[src/rtl/mesm6_operand_loader.sv]
// mesm6_operand_loader
//
// Assembles the 48-bit accumulator and mask operands for the MESM-6 pack/unpack
// stage from the slide switches, one chunk per load-button press. The chunk
// layout is LSB first: 10+10+10+10+8 bits. When both words are complete, they
// are held and presented through a valid/ready handshake.
//
// Ports:
//   clk          system clock
//   rst_n        asynchronous active-low reset
//   sw           switch data, sampled only on a capture cycle
//   load_btn     raw push-button level, active-high (synchronised internally)
//   clear        synchronous clear; wins over a strobe and over out_ready
//   out_ready    consumer accepts the operand pair
//   acc, mask    assembled operands
//   out_valid    acc/mask complete and stable
//   chunk_idx    index (0..4) of the next chunk to be written
//   loading_mask 0 = next chunk goes to acc, 1 = next chunk goes to mask
module mesm6_operand_loader (
    input  logic        clk,
    input  logic        rst_n,
    input  logic [9:0]  sw,
    input  logic        load_btn,
    input  logic        clear,
    input  logic        out_ready,
    output logic [47:0] acc,
    output logic [47:0] mask,
    output logic        out_valid,
    output logic [2:0]  chunk_idx,
    output logic        loading_mask
);

    localparam int unsigned CHUNKS = 5;
    localparam logic [2:0] LastIdx = 3'(CHUNKS - 1);

    typedef enum logic [1:0] {StLoadAcc, StLoadMask, StPresent} state_e;

    state_e      state_q, state_d;
    logic [2:0]  idx_q, idx_d;
    logic [47:0] acc_q, acc_d;
    logic [47:0] mask_q, mask_d;
    logic        s1_q, s2_q, s3_q;
    logic        strobe;

    // Overwrite only the addressed field; the top chunk takes sw[7:0].
    function automatic logic [47:0] put_chunk(input logic [47:0] word,
                                              input logic [2:0]  idx,
                                              input logic [9:0]  data);
        logic [47:0] res;
        res = word;
        case (idx)
            3'd0:    res[9:0]   = data;
            3'd1:    res[19:10] = data;
            3'd2:    res[29:20] = data;
            3'd3:    res[39:30] = data;
            3'd4:    res[47:40] = data[7:0];
            default: res = word;
        endcase
        return res;
    endfunction

    // s1/s2 synchronise the button; s3 holds last level for rising-edge detect.
    always_ff @(posedge clk or negedge rst_n) begin
        if (!rst_n) begin
            s1_q <= 1'b0;
            s2_q <= 1'b0;
            s3_q <= 1'b0;
        end else begin
            s1_q <= load_btn;
            s2_q <= s1_q;
            s3_q <= s2_q;
        end
    end

    assign strobe = s2_q & ~s3_q;

    always_ff @(posedge clk or negedge rst_n) begin
        if (!rst_n) begin
            state_q <= StLoadAcc;
            idx_q   <= 3'd0;
            acc_q   <= 48'd0;
            mask_q  <= 48'd0;
        end else begin
            state_q <= state_d;
            idx_q   <= idx_d;
            acc_q   <= acc_d;
            mask_q  <= mask_d;
        end
    end

    always_comb begin
        state_d = state_q;
        idx_d   = idx_q;
        acc_d   = acc_q;
        mask_d  = mask_q;
        if (clear) begin
            state_d = StLoadAcc;
            idx_d   = 3'd0;
            acc_d   = 48'd0;
            mask_d  = 48'd0;
        end else begin
            unique case (state_q)
                StLoadAcc: begin
                    if (strobe) begin
                        acc_d = put_chunk(acc_q, idx_q, sw);
                        if (idx_q == LastIdx) begin
                            state_d = StLoadMask;
                            idx_d   = 3'd0;
                        end else begin
                            idx_d = idx_q + 3'd1;
                        end
                    end
                end
                StLoadMask: begin
                    if (strobe) begin
                        mask_d = put_chunk(mask_q, idx_q, sw);
                        if (idx_q == LastIdx) begin
                            state_d = StPresent;
                            idx_d   = 3'd0;
                        end else begin
                            idx_d = idx_q + 3'd1;
                        end
                    end
                end
                StPresent: begin
                    // Strobes are dropped here; operands stay frozen until taken.
                    if (out_ready) begin
                        state_d = StLoadAcc;
                    end
                end
                default: begin
                    state_d = StLoadAcc;
                    idx_d   = 3'd0;
                end
            endcase
        end
    end

    assign acc          = acc_q;
    assign mask         = mask_q;
    assign chunk_idx    = idx_q;
    assign out_valid    = (state_q == StPresent);
    assign loading_mask = (state_q == StLoadMask);

endmodule

[config.mk]
export PLATFORM = sky130hd
export DESIGN_NAME = mesm6_operand_loader
export DESIGN_NICKNAME = d
export VERILOG_FILES = /design/src/rtl/mesm6_operand_loader.sv
export SDC_FILE = /design/constraint.sdc
export NUM_CORES = 1
export LEC_CHECK = 0
export BUFFER_PORTS_ARGS = -buffer_cell sky130_fd_sc_hd__buf_2
export CAP_MARGIN = 40
export CORE_MARGIN = 5
export CORE_UTILIZATION = 56
export DETAILED_ROUTE_END_ITERATION = 8
export GPL_TIMING_DRIVEN = 0
export PLACE_DENSITY = 0.85
export REMOVE_ABC_BUFFERS = 1
export SYNTH_ARGS = -nofsm -noshare
export SYNTH_HDL_FRONTEND = slang
export SYNTH_SLANG_ARGS = --single-unit
[constraint.sdc]
create_clock -name clk -period 4.49 [get_ports clk]
set_input_delay 0.449 -clock clk [delete_from_list [all_inputs] [get_ports clk]]
set_output_delay 0.449 -clock clk [all_outputs]
set_load 0.01 [all_outputs]
### Word level (Yosys, flattened, before mapping)

Cells that the tools add are included.

| cells by class | value |
|---|---|
| add/sub/neg operators | 1 |
| multipliers | 0 |
| div/mod/pow operators | 0 |
| $lt $le $gt $ge | 0 |
| equal/unequal tests | 13 |
| shifts and indexed selects | 0 |
| mux-type cells | 21 |
| bitwise gates (word level) | 2 |
| reductions and logical operators | 23 |

Operator list:

| operator | count |
|---|---|
| 48-bit 2-to-1 mux | 5 |
| 10-bit 2-to-1 mux | 4 |
| 3-bit AND reduction | 10 |
| 2-bit nonzero test | 8 |
| 2-bit 2-to-1 mux | 6 |
| 3-bit 2-to-1 mux | 3 |
| 3-bit inequality test (second input constant) | 3 |
| 8-bit 2-to-1 mux | 1 |
| 3-bit by 2-bit == test with 1-bit output (second input constant) | 2 |
| 3-bit by 2-bit inequality test with 1-bit output (second input constant) | 2 |
| 2-bit one-hot mux with 3 select lines | 1 |
| 3-bit one-hot mux with 2 select lines | 1 |
| 5-bit AND reduction | 1 |
| 3-bit by 1-bit adder with 3-bit output (second input constant) | 1 |
| 3-bit by 1-bit == test with 1-bit output (second input constant) | 1 |
| 3-bit == test (second input constant) | 1 |
| 3-bit logical NOT | 1 |
| 3-bit by 1-bit inequality test with 1-bit output (second input constant) | 1 |
| 2-bit by 1-bit == test with 1-bit output (second input constant) | 1 |
| 2-bit == test (second input constant) | 1 |
| 2-bit logical NOT | 1 |
| 2-bit inequality test (second input constant) | 1 |
| 2-bit AND reduction | 1 |
| 2-bit OR reduction | 1 |
| other kinds (2) | 2 |

| storage, ports and cells | value |
|---|---|
| bits in registers | 104 |
| bits in latches | 0 |
| memory bits (writable) | 0 |
| bits in read-only memories | 0 |
| bits of input ports | 15 |
| output and inout bits | 101 |
| logic and storage cells | 75 |
| memories kept | 0 |

### Logic depth before layout (Yosys ltp)

Gate-level depths: netlist (run 1).

| depth | value |
|---|---|
| depth after elaboration | 5 |
| depth in mapped cells | 6 |

### Worst setup path before layout (run 1)

OpenSTA, ideal clock, no wires.

| path | value |
|---|---|
| kind | reg-to-reg |
| from | reg idx_q[0] (netlist: chunk_idx[0]) |
| to | reg acc_q[0] (netlist: acc[0]) |
| arrival | 1770 ps |
| required time | 4365 ps |
| path slack | 2595 ps |
| cell stages (with the launch flop) | 6 |
| cell sequence | dfrtp_1 > inv_1 > ha_1 > nor2b_1 > a21oi_2 > mux2_2 |

| between the ends | value |
|---|---|
| word-level cells in the longest chain between the ends | 3 |

RTL lines:

| element | RTL line | RTL |
|---|---|---|
| start, declared | 39 | `logic [2:0] idx_q, idx_d;` |
| start signal, assigned | 85 | `idx_q <= idx_d;` |
| 3-bit logical NOT | 51 | `case (idx)` |
| 2-bit nonzero test (no source line) | -- |  |
| 3-bit AND reduction (no source line) | -- |  |
| end signal, assigned | 81 | `acc_q <= 48'd0;` |
| end signal, assigned | 86 | `acc_q <= acc_d;` |
| end, declared | 40 | `logic [47:0] acc_q, acc_d;` |

Every way passes these cells.
A chain may end at the register's enable or synchronous reset.

### Worst setup path after layout (run 1)

| path | value |
|---|---|
| from | reg idx_q[0] (netlist: chunk_idx[0]) |
| to | reg acc_q[7] (netlist: acc[7]) |

Same word-level chain as after synthesis.

==> results.sh, run 1 <==
export IMPL_synth_seq_area_share_pct=59.56
export IMPL_drt_wl_total_um=9431
export IMPL_nNetsFinal=431
export IMPL_cts_made_buffers=9
export IMPL_p_comb_share_pct=18.3
export IMPL_final_cell_mix="114 x buf_2, 104 x dfrtp_1, 76 x mux2_2, 31 x nand2b_1, 20 x mux2i_1"
export IMPL_power_density_mw_per_mm2=369.0
export IMPL_cap_viol_max_count=0
export IMPL_final_common_cell="buf_2"
export IMPL_syn_area_mm2=0.004369
export IMPL_hold_viol=0
export IMPL_slew_headroom_pct=38.94
export IMPL_dieArea_mm2=0.009669
export IMPL_slew_viol_final=0
export IMPL_min_period_ns=2.257
export IMPL_p_switching_mw=0.5458
export IMPL_clock_sinks=104
export IMPL_hp_class="input port to async pin"
export IMPL_initial_core_util_pct=57.13
export IMPL_drtIter0Drc=90
export IMPL_syn_instance_count=296
export IMPL_routabilityCongestion=0.7672
export IMPL_vias=2731
export IMPL_worst_pin_slew_ns=0.9159
export IMPL_vias_per_cell=5.293
export IMPL_required_ns=4.73
export IMPL_synth_area_leaders="dfrtp_1 60%, mux2_2 20%, mux2i_1 4.6%"
export IMPL_seq_power_share_pct=55.6
export IMPL_cts_buffer_depth=2
export IMPL_cts_repair_resize_count=0
export IMPL_clk_latency_ns=0.35
export IMPL_path_max_fanout=10
export IMPL_peakVddDrop_mv=0.2578
export IMPL_drtPass1Iterations=4
export IMPL_port_buffers=115
export IMPL_finalSetupTns_ns=0
export IMPL_fmax_mhz=443.1
export IMPL_htreeDepth=3
export IMPL_ys_ff_latch=104
export IMPL_grt_pass1_wl_um=15440
export IMPL_synth_top_area_share_pct=59.56
export IMPL_grt_overflow=0
export IMPL_drive_gt1_share_pct=51.93
export IMPL_antenna_found_initial=0
export IMPL_hpwl_um=6825
export IMPL_setup_viol=0
export IMPL_worst_slack_ns=2.233
export IMPL_die_h_um=98.33
export IMPL_n_fill_cell=574
export IMPL_p_clk_share_pct=26.1
export IMPL_switching_share_pct=28.46
export IMPL_cts_hold_buf=0
export IMPL_postCtsSetupRepairBufs=0
export IMPL_fp_row_count=32
export IMPL_p_leak_nw=2.791
export IMPL_p_int_mw=1.372
export IMPL_ys_warn_count=0
export IMPL_die_w_um=98.33
export IMPL_yosysTopAreaCell="dfrtp_1"
export IMPL_cts_root_buf="clkbuf_8"
export IMPL_fp_coreArea_mm2=0.007647
export IMPL_track_usage_pct=20.18
export IMPL_grt_pass1_vias=2860
export IMPL_place_worst_setup_slack_ns=2.242
export IMPL_ant_nets=0
export IMPL_rsz0062_at_grt="no"
export IMPL_skew_ns=0.01509
export IMPL_wl_per_cell_um=18.28
export IMPL_r2r_cells=5
export IMPL_crit_type="register to register"
export IMPL_synth_cell_types=28
export IMPL_syn_avg_cell_area_um2=14.76
export IMPL_layout_worst_path_cycle_share_pct=50.26
export IMPL_io_pins=116
export IMPL_critPathCaptureType="register"
export IMPL_grt_max_degree=61
export IMPL_outcome="complete, no violations"
export IMPL_antenna_cells=0
export IMPL_cts_tree="done"
export IMPL_start_kind="register"
export IMPL_drc_errors=0
export IMPL_final_core_utilization_pct=67.95
export IMPL_areaGrowthSynthToFinish_pct=18.93
export IMPL_critPathArrivalTime_ns=2.50
export IMPL_clk_pin_slew_ns=0.10
-- critical path, stage by stage (launching register included) --
cell and delay, ns:
dfrtp_1 0.45, inv_1 0.09, ha_1 0.32, nor2b_1 0.23, a21oi_2 0.63, mux2_2 0.41
-- cells in the mapped netlist, drive strengths merged --
master  instances
clkbuf          4
nor4b           1
nand4b          1
nor3            1
buf             8
mux2i          20
and4bb          1
o21ai           1
a31oi           2
a21oi           7
a41oi           1
nor3b           1
nand3           2
nand2b         31
and2b           1
nor2            5
mux2           79
ha              5
nor2b          15
inv             4
xor2            1
a211o           1
dfrtp         104
-- sequential cells by signal (all words and copies together), names as in the netlist --
signal	flops
s2_q	1
acc	48
mask	48
s1_q	1
s3_q	1
state_q	2
chunk_idx	3
-- worst paths after layout --
check,from,endpoint,slack [ns]
hold reg to reg,s1_q$_DFF_PN0_,s2_q$_DFF_PN0_,0.36
max in group asynchronous,rst_n,acc[44]$_DFFE_PN0P_,3.70
setup / recovery,chunk_idx[0]$_DFFE_PN0P_,acc[7]$_DFFE_PN0P_,2.23
min in group clk,load_btn,s1_q$_DFF_PN0_,0.20
hold / removal,rst_n,acc[6]$_DFFE_PN0P_,0.09
setup reg to reg,chunk_idx[0]$_DFFE_PN0P_,acc[7]$_DFFE_PN0P_,2.23
-- metal layers --
layer	vias up	GRT usage, %	wire length [µm]
met2	90	33.49	4712
met5	-	0	0
met4	0	7.458	201
met1	1373	25.57	3913
li1	1252	-	-
met3	16	5.214	603
-- final cells by class --
class                           count  area [µm²]  share of cell area (%)
Multi-Input combinational cell    176        1688                   32.48
Inverter                            4       15.01                  0.2889
Clock buffer                       10       127.6                   2.456
Tap cell                          102       127.6                   2.456
Timing Repair Buffer              116       605.6                   11.65
Sequential cell                   104        2603                   50.08
Clock inverter                      4       30.03                  0.5779
-- logic make-up (layout without fill, tap and decap cells) --
kind of cell,Yosys count,in the layout,share of synthesized area [%]
AND/OR/NAND/NOR,59,59,8.734
multiplexers,99,99,24.94
buffers and inverters,16,134,1.804
XOR/XNOR,1,1,0.2005
AO/OA/AOI/OAI,12,12,3.322
flip-flops,104,104,59.56
adder cells (fa/ha/maj),5,5,1.432
-- stage by stage --
step / std cells / cell area, µm² / hold slack (ns) / power, mW
after CTS: 516 / 5196 / 0.09647 / 1.937
after floorplan: 284 / 4305 / 0.1534 / 1.274
after global routing: 516 / 5196 / 0.1224 / 2.015
after detailed placement: 502 / 5039 / 0.3347 / 1.441
final: 516 / 5196 / 0.09174 / 1.918
after global placement: 501 / 5009 / 0.3427 / 1.419
-- power groups by stage --
| stage | clock, mW | combinational [mW] | sequential [mW] |
|---|---|---|---|
| after floorplan | 0 | 0.159 | 1.12 |
| after global placement | 0 | 0.341 | 1.08 |
| after detailed placement | 0 | 0.357 | 1.08 |
| after CTS | 0.514 | 0.357 | 1.07 |
| after global routing | 0.557 | 0.382 | 1.08 |
| final | 0.501 | 0.350 | 1.07 |
Note: power is estimated with default switching activity, not from simulation.
==> run 2, diff against run 1 <==
--- a/config.mk
+++ b/config.mk
@@ -5,13 +5,14 @@
 export SDC_FILE = /design/constraint.sdc
 export NUM_CORES = 1
 export LEC_CHECK = 0
+export ABC_AREA = 1
 export BUFFER_PORTS_ARGS = -buffer_cell sky130_fd_sc_hd__buf_2
 export CAP_MARGIN = 40
 export CORE_MARGIN = 5
-export CORE_UTILIZATION = 56
+export CORE_UTILIZATION = 48
 export DETAILED_ROUTE_END_ITERATION = 8
 export GPL_TIMING_DRIVEN = 0
-export PLACE_DENSITY = 0.85
+export PLACE_DENSITY = 0.77
 export REMOVE_ABC_BUFFERS = 1
 export SYNTH_ARGS = -nofsm -noshare
 export SYNTH_HDL_FRONTEND = slang
==> constraint.sdc (replaced) <==
create_clock -name clk -period 1.9 [get_ports clk]
set_input_delay 0.19 -clock clk [delete_from_list [all_inputs] [get_ports clk]]
set_output_delay 0.19 -clock clk [all_outputs]
set_load 0.01 [all_outputs]
==> run 2 against run 1 <==
Compared with the run above:
- clock power grew to 3.1 times the previous value
- setup slack worse by 2.1 ns
- sequential cell count stayed put
- largest power group unchanged
- sequential share of layout area is 2.8 points lower
- count of clock-buffer cells in the layout is 2 higher
- critical endpoint is now mask[37]$_DFFE_PN0P_
- highest routed layer unchanged
- register-to-register slack worse by 2.0 ns
- combinational power grew to 3.7 times the previous value
- die area is 21% higher
- non-clock buffer count is 6 higher
- worst hold slack better by 0.045 ns
- synthesized cell count is 71% higher
- wire length is 32% higher
==> results.sh, run 2 <==
export IMPL_start_kind="input port"
export IMPL_drive_gt1_share_pct=25.65
export IMPL_cts_made_buffers=9
export IMPL_die_w_um=108.2
export IMPL_drtIter0Drc=229
export IMPL_drt_wl_total_um=12420
export IMPL_syn_avg_cell_area_um2=9.160
export IMPL_hold_ws_ns=0.1370
export IMPL_vias=3953
export IMPL_skew_ns=0.01247
export IMPL_initial_core_util_pct=49.59
export IMPL_hpwl_um=8525
export IMPL_cap_viol_max_count=0
export IMPL_r2r_cells=6
export IMPL_synth_cell_types=21
export IMPL_cts_buffer_depth=2
export IMPL_drc_errors=0
export IMPL_placed_area_mm2=0.005268
export IMPL_cts_root_buf="clkbuf_8"
export IMPL_io_pins=116
export IMPL_required_ns=2.21
export IMPL_worstSetupPathDepth=7
export IMPL_min_period_ns=1.758
export IMPL_worst_path_max_delay_cell="inv_2"
export IMPL_fp_coreArea_mm2=0.009328
export IMPL_cpPeakStageDelay_ns=0.58
export IMPL_areaGrowthSynthToFinish_pct=19.10
export IMPL_synth_seq_area_share_pct=56.26
export IMPL_setup_viol=0
export IMPL_clk_latency_ns=0.37
export IMPL_grt_pass1_vias=3782
export IMPL_synth_area_leaders="dfrtp_1 56%, nand2_1 17%, nand4_1 11%"
export IMPL_synth_common_cells="210 x nand2_1, 104 x dfrtp_1, 80 x nand4_1"
export IMPL_syn_area_mm2=0.004626
export IMPL_fp_row_count=35
export IMPL_synth_async_reset_ratio_pct=100.0
export IMPL_clock_sinks=104
export IMPL_cts_repair_resize_count=0
export IMPL_stdcell_area_mm2=0.005509
export IMPL_fmax_mhz=568.7
export IMPL_power_density_mw_per_mm2=991.9
export IMPL_synth_edf_count=0
export IMPL_track_usage_pct=22.02
export IMPL_syn_instance_count=505
export IMPL_cp_cell_sequence="buf_2, inv_2, nand2_1, buf_8, nand2_2, nand2_1, nand2_1"
export IMPL_antenna_cells=0
export IMPL_nNetsFinal=627
export IMPL_crit_family="buffers and inverters"
export IMPL_final_cell_mix="210 x nand2_1, 114 x buf_2, 104 x dfrtp_1, 80 x nand4_1, 20 x nand3_1"
export IMPL_grt_pass1_wl_um=20110
export IMPL_clk_pin_slew_ns=0.10
export IMPL_routabilityCongestion=0.7813
export IMPL_yosysTopAreaCell="dfrtp_1"
export IMPL_worst_pin_slew_ns=0.8145
export IMPL_critPathCaptureType="register"
export IMPL_hp_class="input port to register"
export IMPL_grt_overflow=0
export IMPL_yosysMostFrequentCell="nand2_1"
export IMPL_drtPass1Iterations=4
export IMPL_die_h_um=108.2
export IMPL_synth_top_area_share_pct=56.26
export IMPL_ys_warn_count=0
export IMPL_path_max_fanout=35
export IMPL_rsz0062_at_grt="no"
export IMPL_crit_top_cell="nand2_1"
export IMPL_path_buf_inv=3
export IMPL_crit_type="input port to register"
export IMPL_synth_flop_cell="dfrtp_1"
export IMPL_ys_ff_latch=104
export IMPL_port_buffers=115
export IMPL_slew_headroom_pct=45.64
export IMPL_ant_nets=0
export IMPL_p_leak_nw=3.217
export IMPL_htreeDepth=3
export IMPL_layout_worst_path_cycle_share_pct=92.54
export IMPL_grt_max_degree=58
export IMPL_cts_tree="done"
export IMPL_hold_viol=0
export IMPL_critPathArrivalTime_ns=2.06
export IMPL_antenna_found_initial=0
export IMPL_final_common_cell="nand2_1"
export IMPL_dieArea_mm2=0.01170
export IMPL_slew_viol_final=0
export IMPL_final_core_utilization_pct=59.06
export IMPL_vias_per_cell=5.335
export IMPL_wl_per_cell_um=16.76
export IMPL_peakVddDrop_mv=0.4402
export IMPL_outcome="complete, no violations"
export IMPL_holdPathStages=4
-- run 2: changes by cell type in the layout (fill, tap and decap cells not counted), sizes merged, moves of 4 or more --
cell and delta:
nand4 +80, nand2b -31, inv +11, mux2i -20
nand2 +220, buf +4, a21oi -7, mux2 -79
o21ai +4, nor2b -15, nand3 +26, nor2 +9
-- run 2: cell families (layout without fill, tap and decap cells) --
logic type / after synthesis / after routing / share of synthesized area, %
and+or+nand+nor: 343 / 343 / 36.30
DFF: 104 / 104 / 56.26
adders and majority gates: 5 / 5 / 1.352
buffers and inverters: 47 / 154 / 5.383
AOI/OAI and AO/OA: 6 / 6 / 0.7032
-- run 2: through the flow --
| step | cells | setup WS (ns) | TNS [ns] | total power, mW |
|---|---|---|---|---|
| finish | 741 | 0.1416 | 0 | 5.464 |
| global route | 741 | 0.01848 | 0 | 5.755 |
| CTS | 741 | 0.1727 | 0 | 5.500 |
| detailed placement | 723 | -0.2155 | -3.163 | 3.973 |
| global placement | 718 | -1.105 | -113.95 | 3.903 |
| floorplan | 474 | -0.2412 | -9.946 | 3.371 |
-- run 2: worst paths after layout --
kind                                        start                     end  slack (ns)
min in group asynchronous                   rst_n     acc[19]$_DFFE_PN0P_        0.38
setup reg to reg           state_q[1]$_DFFE_PN0P_    mask[18]$_DFFE_PN0P_        0.19
hold / removal                          out_ready  state_q[1]$_DFFE_PN0P_        0.14
setup / recovery                            clear    mask[37]$_DFFE_PN0P_        0.14
max in group asynchronous                   rst_n     acc[25]$_DFFE_PN0P_        0.83
hold reg to reg                    s1_q$_DFF_PN0_          s2_q$_DFF_PN0_        0.36
-- run 2: metal layers --
layer / routed length, µm / global-route usage (%)
met1: 5311 / 30.59
met2: 5978 / 34.50
met3: 819 / 3.463
met4: 312 / 9.378
met5: 0 / 0
-- run 2: cell type report --
class / instances / area [µm²]
clock buffers: 12 / 145.1
multi-input cells: 354 / 1777
repair buffers: 122 / 686.9
fillers: 847 / 3819
well taps: 129 / 161.4
flip-flops and latches: 104 / 2603
clock inverters: 4 / 76.32
inverters: 16 / 60.06
-- run 2: report_power, final --
part | switching (mW) | internal (mW) | leakage, nW
Combinational | 0.877 | 0.413 | 1.71
Sequential | 0.166 | 2.47 | 1.40
Clock | 0.750 | 0.785 | 0.107
Total | 1.79 | 3.67 | 3.22
-- run 2: tightest hold or removal path: cells and delay by family --
family	cells	cell delay, ns
AOI/OAI and AO/OA	1	0.08
buffers and inverters	1	0.07
and+or+nand+nor	2	0.11
-- run 2: what timing repair did --
item,4_1_cts,5_1_grt
endpoints found under the hold margin,48,0
buffers inserted,0,0
hold buffers,2,0
